File: src/rtl/buzzer_player_pkg.sv
// Shared pet state codes, player FSM encoding and beep pattern payload.
package buzzer_player_pkg;

  localparam int unsigned PAT_W  = 4;
  localparam int unsigned BEEP_W = 2;
  localparam int unsigned TICK_W = 3;

  // Pet state codes shared with the main FSM and the microphone listener
  localparam logic [PAT_W-1:0] PET_IDLE   = 4'd0;
  localparam logic [PAT_W-1:0] PET_HAPPY  = 4'd1;
  localparam logic [PAT_W-1:0] PET_HUNGRY = 4'd2;
  localparam logic [PAT_W-1:0] PET_SLEEPY = 4'd3;
  localparam logic [PAT_W-1:0] PET_PLAY   = 4'd4;
  localparam logic [PAT_W-1:0] PET_SICK   = 4'd5;
  localparam logic [PAT_W-1:0] PET_DIRTY  = 4'd6;
  localparam logic [PAT_W-1:0] PET_BORED  = 4'd7;
  localparam logic [PAT_W-1:0] PET_WAKE   = 4'd8;

  typedef enum logic [2:0] {
    ST_IDLE,
    ST_LOAD,
    ST_ON,
    ST_OFF,
    ST_DONE
  } player_state_t;

  // Beep count and on/off length (in ticks) for one pattern
  typedef struct packed {
    logic [BEEP_W-1:0] beeps;
    logic [TICK_W-1:0] ticks;
  } beep_cfg_t;

  // Counter width for a modulus of n, never narrower than one bit
  function automatic int unsigned cnt_width(input int unsigned n);
    return (n > 1) ? $clog2(n) : 1;
  endfunction

  function automatic beep_cfg_t mk_cfg(input int unsigned b, input int unsigned t);
    beep_cfg_t c;
    c.beeps = BEEP_W'(b);
    c.ticks = TICK_W'(t);
    return c;
  endfunction

endpackage

File: src/rtl/buzzer_pattern_rom.sv
// Pet state code to beep count / phase length lookup.
module buzzer_pattern_rom
  import buzzer_player_pkg::*;
(
  input  logic [PAT_W-1:0] pattern,
  output beep_cfg_t        cfg_c
);

  // Table lookup; unlisted codes fall back to two short beeps
  always_comb begin
    cfg_c = mk_cfg(2, 1);
    case (pattern)
      PET_IDLE, PET_HAPPY: cfg_c = mk_cfg(3, 2);
      PET_HUNGRY:          cfg_c = mk_cfg(1, 4);
      PET_SLEEPY:          cfg_c = mk_cfg(1, 2);
      PET_PLAY:            cfg_c = mk_cfg(2, 2);
      PET_SICK:            cfg_c = mk_cfg(2, 4);
      PET_WAKE:            cfg_c = mk_cfg(3, 1);
      default:             cfg_c = mk_cfg(2, 1);
    endcase
  end

endmodule

File: src/rtl/buzzer_player.sv
// Beep pattern sequencer driving an active-low buzzer from a pet state request.
module buzzer_player
  import buzzer_player_pkg::*;
#(
  parameter int unsigned TICK_CYCLES = 6250000,
  parameter int unsigned TONE_HALF   = 0
) (
  input  logic             clk,
  input  logic             rst,
  input  logic             req,
  input  logic [PAT_W-1:0] pattern,
  input  logic             abort,
  output logic             busy,
  output logic             done,
  output logic             buzzer
);

  localparam int unsigned CYC_W  = cnt_width(TICK_CYCLES);
  localparam int unsigned TONE_W = cnt_width(TONE_HALF + 1);
  localparam logic [CYC_W-1:0]  CYC_LAST  = CYC_W'(TICK_CYCLES - 1);
  localparam logic [TONE_W-1:0] TONE_LAST = TONE_W'(TONE_HALF - 1);
  localparam bit                TONE_EN   = (TONE_HALF > 0);

  player_state_t     state;
  logic [PAT_W-1:0]  pat_q;
  logic [BEEP_W-1:0] beep_cnt;
  logic [TICK_W-1:0] tick_cnt;
  logic [CYC_W-1:0]  cyc_cnt;
  logic [TONE_W-1:0] tone_cnt;
  beep_cfg_t         cfg_c;
  logic              tick_wrap_c;
  logic              phase_end_c;

  buzzer_pattern_rom u_rom (
    .pattern (pat_q),
    .cfg_c   (cfg_c)
  );

  // Tick boundary and end of the current on/off phase
  always_comb begin
    tick_wrap_c = (cyc_cnt == CYC_LAST);
    phase_end_c = tick_wrap_c && (tick_cnt == TICK_W'(1));
  end

  // Sequencer: latch request, play ON/OFF phases per beep, report completion
  always_ff @(posedge clk or negedge rst) begin
    if (!rst) begin
      state    <= ST_IDLE;
      pat_q    <= '0;
      beep_cnt <= '0;
      tick_cnt <= '0;
      cyc_cnt  <= '0;
      tone_cnt <= '0;
      busy     <= 1'b0;
      done     <= 1'b0;
      buzzer   <= 1'b1;
    end else begin
      done <= 1'b0;
      if (state != ST_IDLE && abort) begin
        state  <= ST_IDLE;
        busy   <= 1'b0;
        buzzer <= 1'b1;
      end else begin
        case (state)
          ST_IDLE: begin
            if (req && !abort) begin
              pat_q <= pattern;
              busy  <= 1'b1;
              state <= ST_LOAD;
            end
          end
          ST_LOAD: begin
            beep_cnt <= cfg_c.beeps;
            tick_cnt <= cfg_c.ticks;
            cyc_cnt  <= '0;
            tone_cnt <= '0;
            buzzer   <= 1'b0;
            state    <= ST_ON;
          end
          ST_ON: begin
            cyc_cnt <= tick_wrap_c ? '0 : cyc_cnt + CYC_W'(1);
            if (tick_wrap_c) tick_cnt <= tick_cnt - TICK_W'(1);
            if (phase_end_c) begin
              tick_cnt <= cfg_c.ticks;
              buzzer   <= 1'b1;
              state    <= ST_OFF;
            end else if (TONE_EN) begin
              if (tone_cnt == TONE_LAST) begin
                tone_cnt <= '0;
                buzzer   <= ~buzzer;
              end else begin
                tone_cnt <= tone_cnt + TONE_W'(1);
              end
            end
          end
          ST_OFF: begin
            cyc_cnt <= tick_wrap_c ? '0 : cyc_cnt + CYC_W'(1);
            if (tick_wrap_c) tick_cnt <= tick_cnt - TICK_W'(1);
            if (phase_end_c) begin
              if (beep_cnt > BEEP_W'(1)) begin
                beep_cnt <= beep_cnt - BEEP_W'(1);
                tick_cnt <= cfg_c.ticks;
                tone_cnt <= '0;
                buzzer   <= 1'b0;
                state    <= ST_ON;
              end else begin
                done  <= 1'b1;
                state <= ST_DONE;
              end
            end
          end
          ST_DONE: begin
            busy  <= 1'b0;
            state <= ST_IDLE;
          end
          default: begin
            busy   <= 1'b0;
            buzzer <= 1'b1;
            state  <= ST_IDLE;
          end
        endcase
      end
    end
  end

endmodule
File: config.mk
export PLATFORM = sky130hd
export DESIGN_NAME = buzzer_player
export DESIGN_NICKNAME = d
export VERILOG_FILES = /design/src/rtl/buzzer_player_pkg.sv /design/src/rtl/buzzer_pattern_rom.sv /design/src/rtl/buzzer_player.sv
export SDC_FILE = /design/constraint.sdc
export NUM_CORES = 1
export LEC_CHECK = 0
export ABC_AREA = 1
export CAP_MARGIN = 30
export CORE_ASPECT_RATIO = 1.75
export CORE_MARGIN = 2
export CORE_UTILIZATION = 26
export CTS_CLUSTER_DIAMETER = 40
export DETAILED_ROUTE_END_ITERATION = 10
export PLACE_DENSITY = 0.42
export RECOVER_POWER = 100
export SKIP_LAST_GASP = 1
export SYNTH_ARGS = -nofsm -noshare
export SYNTH_HDL_FRONTEND = slang
export SYNTH_HIERARCHICAL = 1
export SYNTH_SLANG_ARGS = --single-unit
File: constraint.sdc
create_clock -name clk -period 2.2 [get_ports clk]
set_clock_uncertainty 0.15 [all_clocks]
set_input_delay 0.55 -clock clk [delete_from_list [all_inputs] [get_ports clk]]
set_output_delay 0.55 -clock clk [all_outputs]
set_load 0.005 [all_outputs]
Word-level counts from Yosys, hierarchy flattened
Index checks and enable logic that the tools add are counted.

word-level totals
  register bits after elaboration = 38
  latch bits = 0
  bits in writable memories = 0
  bits in read-only memories = 0
  input bits = 8
  output and inout bits = 3
  logic and storage cells = 83
  memories kept = 0

operators by class
  add/sub/neg operators = 3
  $mul = 0
  divide/modulo/power cells = 0
  $lt $le $gt $ge = 1
  equal/unequal tests = 20
  shift operators = 0
  muxes and demuxes = 29
  bitwise gates (word level) = 1
  reduce and logical (&&, ||, !) cells = 21

operator list
  operator                                                          count
  23-bit one-hot mux with 2 select lines                            1
  5-bit one-hot mux with 6 select lines                             1
  3-bit 2-to-1 mux                                                  9
  23-bit by 1-bit adder with 23-bit output (second input constant)  1
  23-bit == test (second input constant)                            1
  23-bit 2-to-1 mux                                                 1
  3-bit != test (second input constant)                             4
  3-bit one-hot mux with 4 select lines                             1
  1-bit 2-to-1 mux                                                  10
  3-bit one-hot mux with 3 select lines                             1
  4-bit by 2-bit == test with 1-bit output (second input constant)  2
  4-bit by 3-bit == test with 1-bit output (second input constant)  2
  4-bit AND reduction                                               2
  3-bit by 1-bit == test with 1-bit output (second input constant)  2
  3-bit by 2-bit == test with 1-bit output (second input constant)  2
  2-bit AND reduction                                               3
  3-bit AND reduction                                               2
  3-bit nonzero test                                                2
  2-bit OR reduction                                                3
  4-bit by 1-bit == test with 1-bit output (second input constant)  1
  4-bit == test (second input constant)                             1
  4-bit logical NOT                                                 1
  2-bit 2-to-1 mux                                                  2
  2-bit by 1-bit != test with 1-bit output (second input constant)  2
  14 further kinds                                                  18

Longest topological paths before layout
Gate-level depths: netlist of run 1.

  depth in word-level cells = 6
  depth in mapped cells = 11
  gate-level depth less buffers = 11

Modules after synthesis
The synthesis of run 1 kept the hierarchy.

by module, submodules not included
  module              instances  cells an instance  area each (um^2)  sequential area each (um^2)
  buzzer_player       1          315                2354.8            952.2
  buzzer_pattern_rom  1          19                 76.3              0.0

Worst setup path before layout of run 1
Ideal clock, no wire load.

  kind = reg-to-reg
  start point = reg cyc_cnt[0]
  end point = reg beep_cnt[1]
  setup time = 123 ps
  arrival = 1382 ps
  data required time = 1927 ps
  slack = 545 ps
  cell stages (with the launch flop) = 11
  path buffers = 0
  period minus slack after synthesis = 1655 ps
  path through = dfrtp_1 ha_1 nand3_2 clkinv_2 nand2_2 nor2_4 nand3_2 nand3_2 nand3_2 nand2_1 o21ai_1

between the ends
  longest elaborated chain between the ends = 4

ends and longest elaborated chain
  item                                  line                  source
  start, declared                       buzzer_player.sv:28   logic [CYC_W-1:0] cyc_cnt;
  start signal, assigned                buzzer_player.sv:81   cyc_cnt <= tick_wrap_c ? '0 : cyc_cnt + CYC_W'(1);
  start signal, assigned                buzzer_player.sv:97   cyc_cnt <= tick_wrap_c ? '0 : cyc_cnt + CYC_W'(1);
  23-bit == test                        buzzer_player.sv:41   tick_wrap_c = (cyc_cnt == CYC_LAST);
  1-bit logical AND                     buzzer_player.sv:42   phase_end_c = tick_wrap_c && (tick_cnt == TICK_W'(1));
  2-bit != test (no source line)        -
  4-bit AND reduction (no source line)  -
  end signal, assigned                  buzzer_player.sv:73   beep_cnt <= cfg_c.beeps;
  end signal, assigned                  buzzer_player.sv:101  beep_cnt <= beep_cnt - BEEP_W'(1);
  end, declared                         buzzer_player.sv:26   logic [BEEP_W-1:0] beep_cnt;

Every way passes these cells.
A chain may end at the register's enable or synchronous reset.

Worst setup path after layout of run 1
  start point = reg buzzer
  end point = out buzzer

RTL lines
  item                    line                 source
  start, declared         buzzer_player.sv:15  output logic buzzer
  start signal, assigned  buzzer_player.sv:90  buzzer <= ~buzzer;

No word-level cell between the ends.

==> impl_metrics.ini, run 1 <==
[placement]
post-place-ws_ns = 0.0290
place_area_um2 = 2730
gp_congestion = 0.810
dp_cells = 469
hpwlAfterDp_um = 5410
port_buffers = 10

[layout]
num-fill-cells = 1044
final_nets = 368
antenna_cells = 0
stdcell_area_um2 = 2870
utilization_pct = 31.5
final_cell_mix = nand2_1, nor2_1, inv_1
drive_gt1_share_pct = 14.3
fin_cells = 477
final_common_cell = nand2_1
area.growth.synth_to_final_pct = 18.0

[critical_path]
cp_top_family = buffers and inverters
cp_cell_sequence = dlygate4sd3_1
cp_data_required_time_ns = 1.50
crit_path_end_kind = output pin
path_max_fanout = 2
crit_path_start_kind = register
rr_endpoint = tick_cnt[0]
slowest_delay_ns = 0.56
reg2reg_depth = 11
r2r_setup_slack_ns = 0.23
startpoint = buzzer
crit_path_top_delay_cell = dlygate4sd3_1
r2r_start = cyc_cnt[0]
criticalPathCategory = reg -> out
critPathBufInv = 1
worst_ep_arrival_time_ns = 1.37

[synthesis]
synthCells = 334
syn_nets = 346
yosys.area.top_type = dfrtp_1
synth_top_area_share_pct = 38.1
synth_ff_type = dfrtp_1
synth-seq-cells = 38
syn_area_per_cell_um2 = 7.28
synthesis.area_um2 = 2430
ys_warn_count = 6
synthTopCellsByArea = dfrtp_1, nand2_1, nor2_1
synth_edf_count = 0
async_reset_ff_share_pct = 100
ys_seq_area_share_pct = 39.2
synth.distinct_cells = 31

[timing]
worst_pin_slew_ns = 1.07
setup_slack_ns = 0.131
fmax_mhz = 483
hold_slack_ns = 0.280
period_share_pct = 94.0
maxSlewHeadroom_pct = 28.8
hold_viol_final = 0
final_max_slew_viol_count = 0
rsz0062_at_grt = false
fin_setup_tns_ns = 0
setup_violations = 0
period_minus_slack_ns = 2.07

[floorplanning]
core_um2 = 9090
start_util_pct = 26.7
die-area_um2 = 10200
die_x_um = 77.1
fp.dieH_um = 132
io_pins = 11
core.rowCount = 46

[clock_tree]
clockRootBuffer = clkbuf_16
cts_max_level = 2
cts_tree = yes
clk_latency_ns = 0.29
clk_path_buf_depth = 2
cts-resized-gates = 0
cts_hold_buf = 0
post_cts_buffers = 0
clk_pin_slew_ns = 0.06
cts.sinks = 38
numCtsBuffers = 5

[global_routing]
grt_overflow = 0
grtUsageTotal_pct = 14.2
first_global_vias = 2259
grt_pass1_wl_um = 11100
grt_max_degree = 21
antenna_found_initial = 0

[power]
power_density_nw_per_um2 = 1020
ir_drop_uv = 540
finalPower_mw = 2.92
cellLeakagePower_nw = 1.30

[routing]
vias = 2203
final_antenna_net_count = 0
wirelength_um = 6760
drc = 0
vias_per_cell = 4.62
drt_iter0_drc = 96
drt_first_pass_iters = 4
routedWlPerCell_um = 14.2

[hold_path]
hp-class = in -> async

[run]
maxCapViolCount = 0

[run_status]
status = finished, final reports clean
==> sequential cells by signal (all words and copies together), names as in the netlist <==
name      count
buzzer        1
beep_cnt      2
state         3
busy          1
cyc_cnt      23
tick_cnt      3
pat_q         4
done          1
==> kinds of logic (layout without fill, tap and decap cells) <==
group	after synthesis	in the layout	synth area share, %
and+or+nand+nor	194	194	38.1
buffers and inverters	54	77	8.49
DFF	38	38	39.2
AOI/OAI and AO/OA	29	29	6.28
xor gates and xnor gates	10	10	3.60
muxes	5	5	2.26
adders and majority gates	4	4	2.06
==> cells in the mapped netlist (2+ instances only) <==
cell,number
nand2_1,78
nor2_1,48
inv_1,41
dfrtp_1,37
nand3_1,19
nand4_1,11
a21oi_1,10
nor3_1,10
inv_2,9
o21ai_0,9
xor2_1,8
o21ai_1,7
nor2_2,6
nand2_2,5
nand3_2,5
nor3_2,5
ha_1,4
mux2_2,4
nor2_4,3
clkinv_2,2
nand3b_1,2
xnor2_1,2
==> worst max path at each step <==
stage | to | slack, ns | depth (start not counted)
after CTS | cyc_cnt[6] | 0.18 | 10
after global routing | beep_cnt[1] | 0.02 | 9
after global placement | cyc_cnt[12] | 0.05 | 8
final | buzzer | 0.13 | 1
after floorplan | beep_cnt[1] | 0.55 | 10
after detailed placement | cyc_cnt[8] | 0.03 | 7
==> layout make-up <==
type | instances | area, um2 | area share (%)
multi-input cells | 242 | 1260 | 44.1
flip-flops and latches | 38 | 952 | 33.2
inverters | 52 | 198 | 6.89
well taps | 120 | 150 | 5.24
repair buffers | 17 | 138 | 4.80
clock buffers | 5 | 125 | 4.36
clock inverters | 3 | 40.0 | 1.40
==> metal layers <==
metal / vias up / routed length (um) / GRT usage, %
met2: 53 / 3920 / 28.5
met4: 0 / 342 / 7.94
met5: - / 0 / 0
met1: 1018 / 2310 / 13.0
li1: 1106 / - / -
met3: 26 / 187 / 2.26
==> power by group <==
part	total, mW	internal [mW]	leakage (nW)	switching, mW
combinational	1.08	0.412	0.712	0.673
sequential	1.00	0.859	0.502	0.140
clock	0.836	0.531	0.0836	0.305
total	2.92	1.80	1.30	1.12
Power figures use the tool's default switching activity.
==> inputs of run 2 (changes only) <==
--- a/config.mk
+++ b/config.mk
@@ -6,13 +6,12 @@
 export NUM_CORES = 1
 export LEC_CHECK = 0
 export ABC_AREA = 1
-export CAP_MARGIN = 30
+export CAP_MARGIN = 20
 export CORE_ASPECT_RATIO = 1.75
 export CORE_MARGIN = 2
 export CORE_UTILIZATION = 26
 export CTS_CLUSTER_DIAMETER = 40
 export DETAILED_ROUTE_END_ITERATION = 10
-export PLACE_DENSITY = 0.42
 export RECOVER_POWER = 100
 export SKIP_LAST_GASP = 1
 export SYNTH_ARGS = -nofsm -noshare
==> run 2 against run 1 <==
Compared with the run above: via count down 0.86%; clock power down 16%; setup slack better by 0.0048 ns; clock-buffer cell count up 3; combinational power about the same; critical path depth unchanged; first-iteration DRC count up 5.2%; wire length down 11%; critical path type unchanged; largest cell class unchanged.
==> impl_metrics.ini, run 2 (synthesis gave the netlist of run 1 again) <==
[timing]
hold_viol_final = 0
hold_slack_ns = 0.317
period_share_pct = 93.8
period_minus_slack_ns = 2.06
maxSlewHeadroom_pct = 34.3
worst_pin_slew_ns = 0.986
fin_setup_tns_ns = 0
rsz0062_at_grt = false
fmax_mhz = 485
setup_violations = 0
final_max_slew_viol_count = 0

[routing]
drt_iter0_drc = 101
vias_per_cell = 4.58
drt_first_pass_iters = 4
drc = 0
wirelength_um = 6050
final_antenna_net_count = 0
routedWlPerCell_um = 12.7
vias = 2184

[run_status]
status = finished, final reports clean

[power]
swShare_pct = 39.0
power_frac_clock_pct = 25.2
ir_drop_uv = 733
cellLeakagePower_nw = 1.28
p_sw_mw = 1.08
p_comb_share_pct = 38.6
power_density_nw_per_um2 = 975
p_seq_share_pct = 36.1
intPower_mw = 1.69
finalPower_mw = 2.77

[floorplanning]
core.rowCount = 46
io_pins = 11
fp.dieH_um = 132
die_x_um = 77.1
core_um2 = 9090
die-area_um2 = 10200
start_util_pct = 26.7

[critical_path]
crit_path_top_delay_cell = dlygate4sd3_1
cp_data_required_time_ns = 1.50
crit_path_end_kind = output pin
critPathBufInv = 1
cp_top_family = buffers and inverters
worst_ep_arrival_time_ns = 1.36
criticalPathCategory = reg -> out
cp_cell_sequence = dlygate4sd3_1
path_max_fanout = 2
r2r_setup_slack_ns = 0.18
crit_path_start_kind = register
slowest_delay_ns = 0.56

[layout]
final_cell_mix = nand2_1, nor2_1, inv_1
num-fill-cells = 1039
antenna_cells = 0
multi_input_area_um2 = 1270
stdcell_area_um2 = 2840
register_area_um2 = 952
reg_top3 = cyc_cnt x23, pat_q x4
largest_register = cyc_cnt
drive_gt1_share_pct = 13.4
final_common_cell = nand2_1
area.growth.synth_to_final_pct = 16.8
final_nets = 368
largest_reg_flops = 23

[clock_tree]
clk_pin_slew_ns = 0.05
clk_latency_ns = 0.29
cts_max_level = 2
cts-resized-gates = 0
cts_hold_buf = 0
cts_tree = yes
numCtsBuffers = 5
cts.sinks = 38
clockRootBuffer = clkbuf_16
clk_path_buf_depth = 2
post_cts_buffers = 0

[global_routing]
grt_pass1_wl_um = 10200
grt_max_degree = 39
grtUsageTotal_pct = 12.7
antenna_found_initial = 0
first_global_vias = 2233
grt_overflow = 0

[placement]
gp_congestion = 0.878
hpwlAfterDp_um = 4590
port_buffers = 10
place_area_um2 = 2720

[run]
maxCapViolCount = 0

[hold_path]
hp-class = reg -> reg
run 2: changes by cell type in the layout (fill, tap and decap cells not counted), sizes merged:
cell,before,now
clkbuf,9,12
clkdlybuf4s50,5,6
bufinv,1,0
dlygate4sd3,4,3
clkinv,4,2
run 2: metrics by stage:
step	cells	setup WS (ns)	util (%)
floorplan	334	0.545	-
global placement	469	0.0186	29.9
detailed placement	469	-0.0309	29.9
CTS	477	0.192	31.4
global route	477	0.0456	31.2
finish	477	0.136	31.2
run 2: layout make-up:
type | count | area share, %
inverters | 52 | 6.96
well taps | 120 | 5.29
repair buffers | 17 | 4.76
flip-flops and latches | 38 | 33.5
multi-input cells | 242 | 44.6
clock buffers | 8 | 4.80
run 2: power by group through the flow:
stage / clock network (mW) / logic [mW] / registers, mW
floorplan: 0 / 0.802 / 0.986
global placement: 0 / 1.07 / 1.01
detailed placement: 0 / 1.09 / 1.01
CTS: 0.714 / 1.10 / 1.00
global route: 0.749 / 1.22 / 1.02
finish: 0.699 / 1.07 / 1.00
run 2: routing by layer:
| layer | global-route usage (%) | wire length [um] |
|---|---|---|
| met1 | 12.1 | 2220 |
| met2 | 24.1 | 3380 |
| met3 | 2.81 | 219 |
| met4 | 8.04 | 224 |
| met5 | 0 | 0 |
run 2: final timing paths:
kind,end,depth (start not counted),from
min reg2reg,buzzer,2,buzzer
max reg2reg,tick_cnt[0],11,cyc_cnt[0]
max,buzzer,1,buzzer
min,buzzer,2,buzzer
min in group asynchronous,cyc_cnt[21],2,rst
max in group asynchronous,busy,2,rst
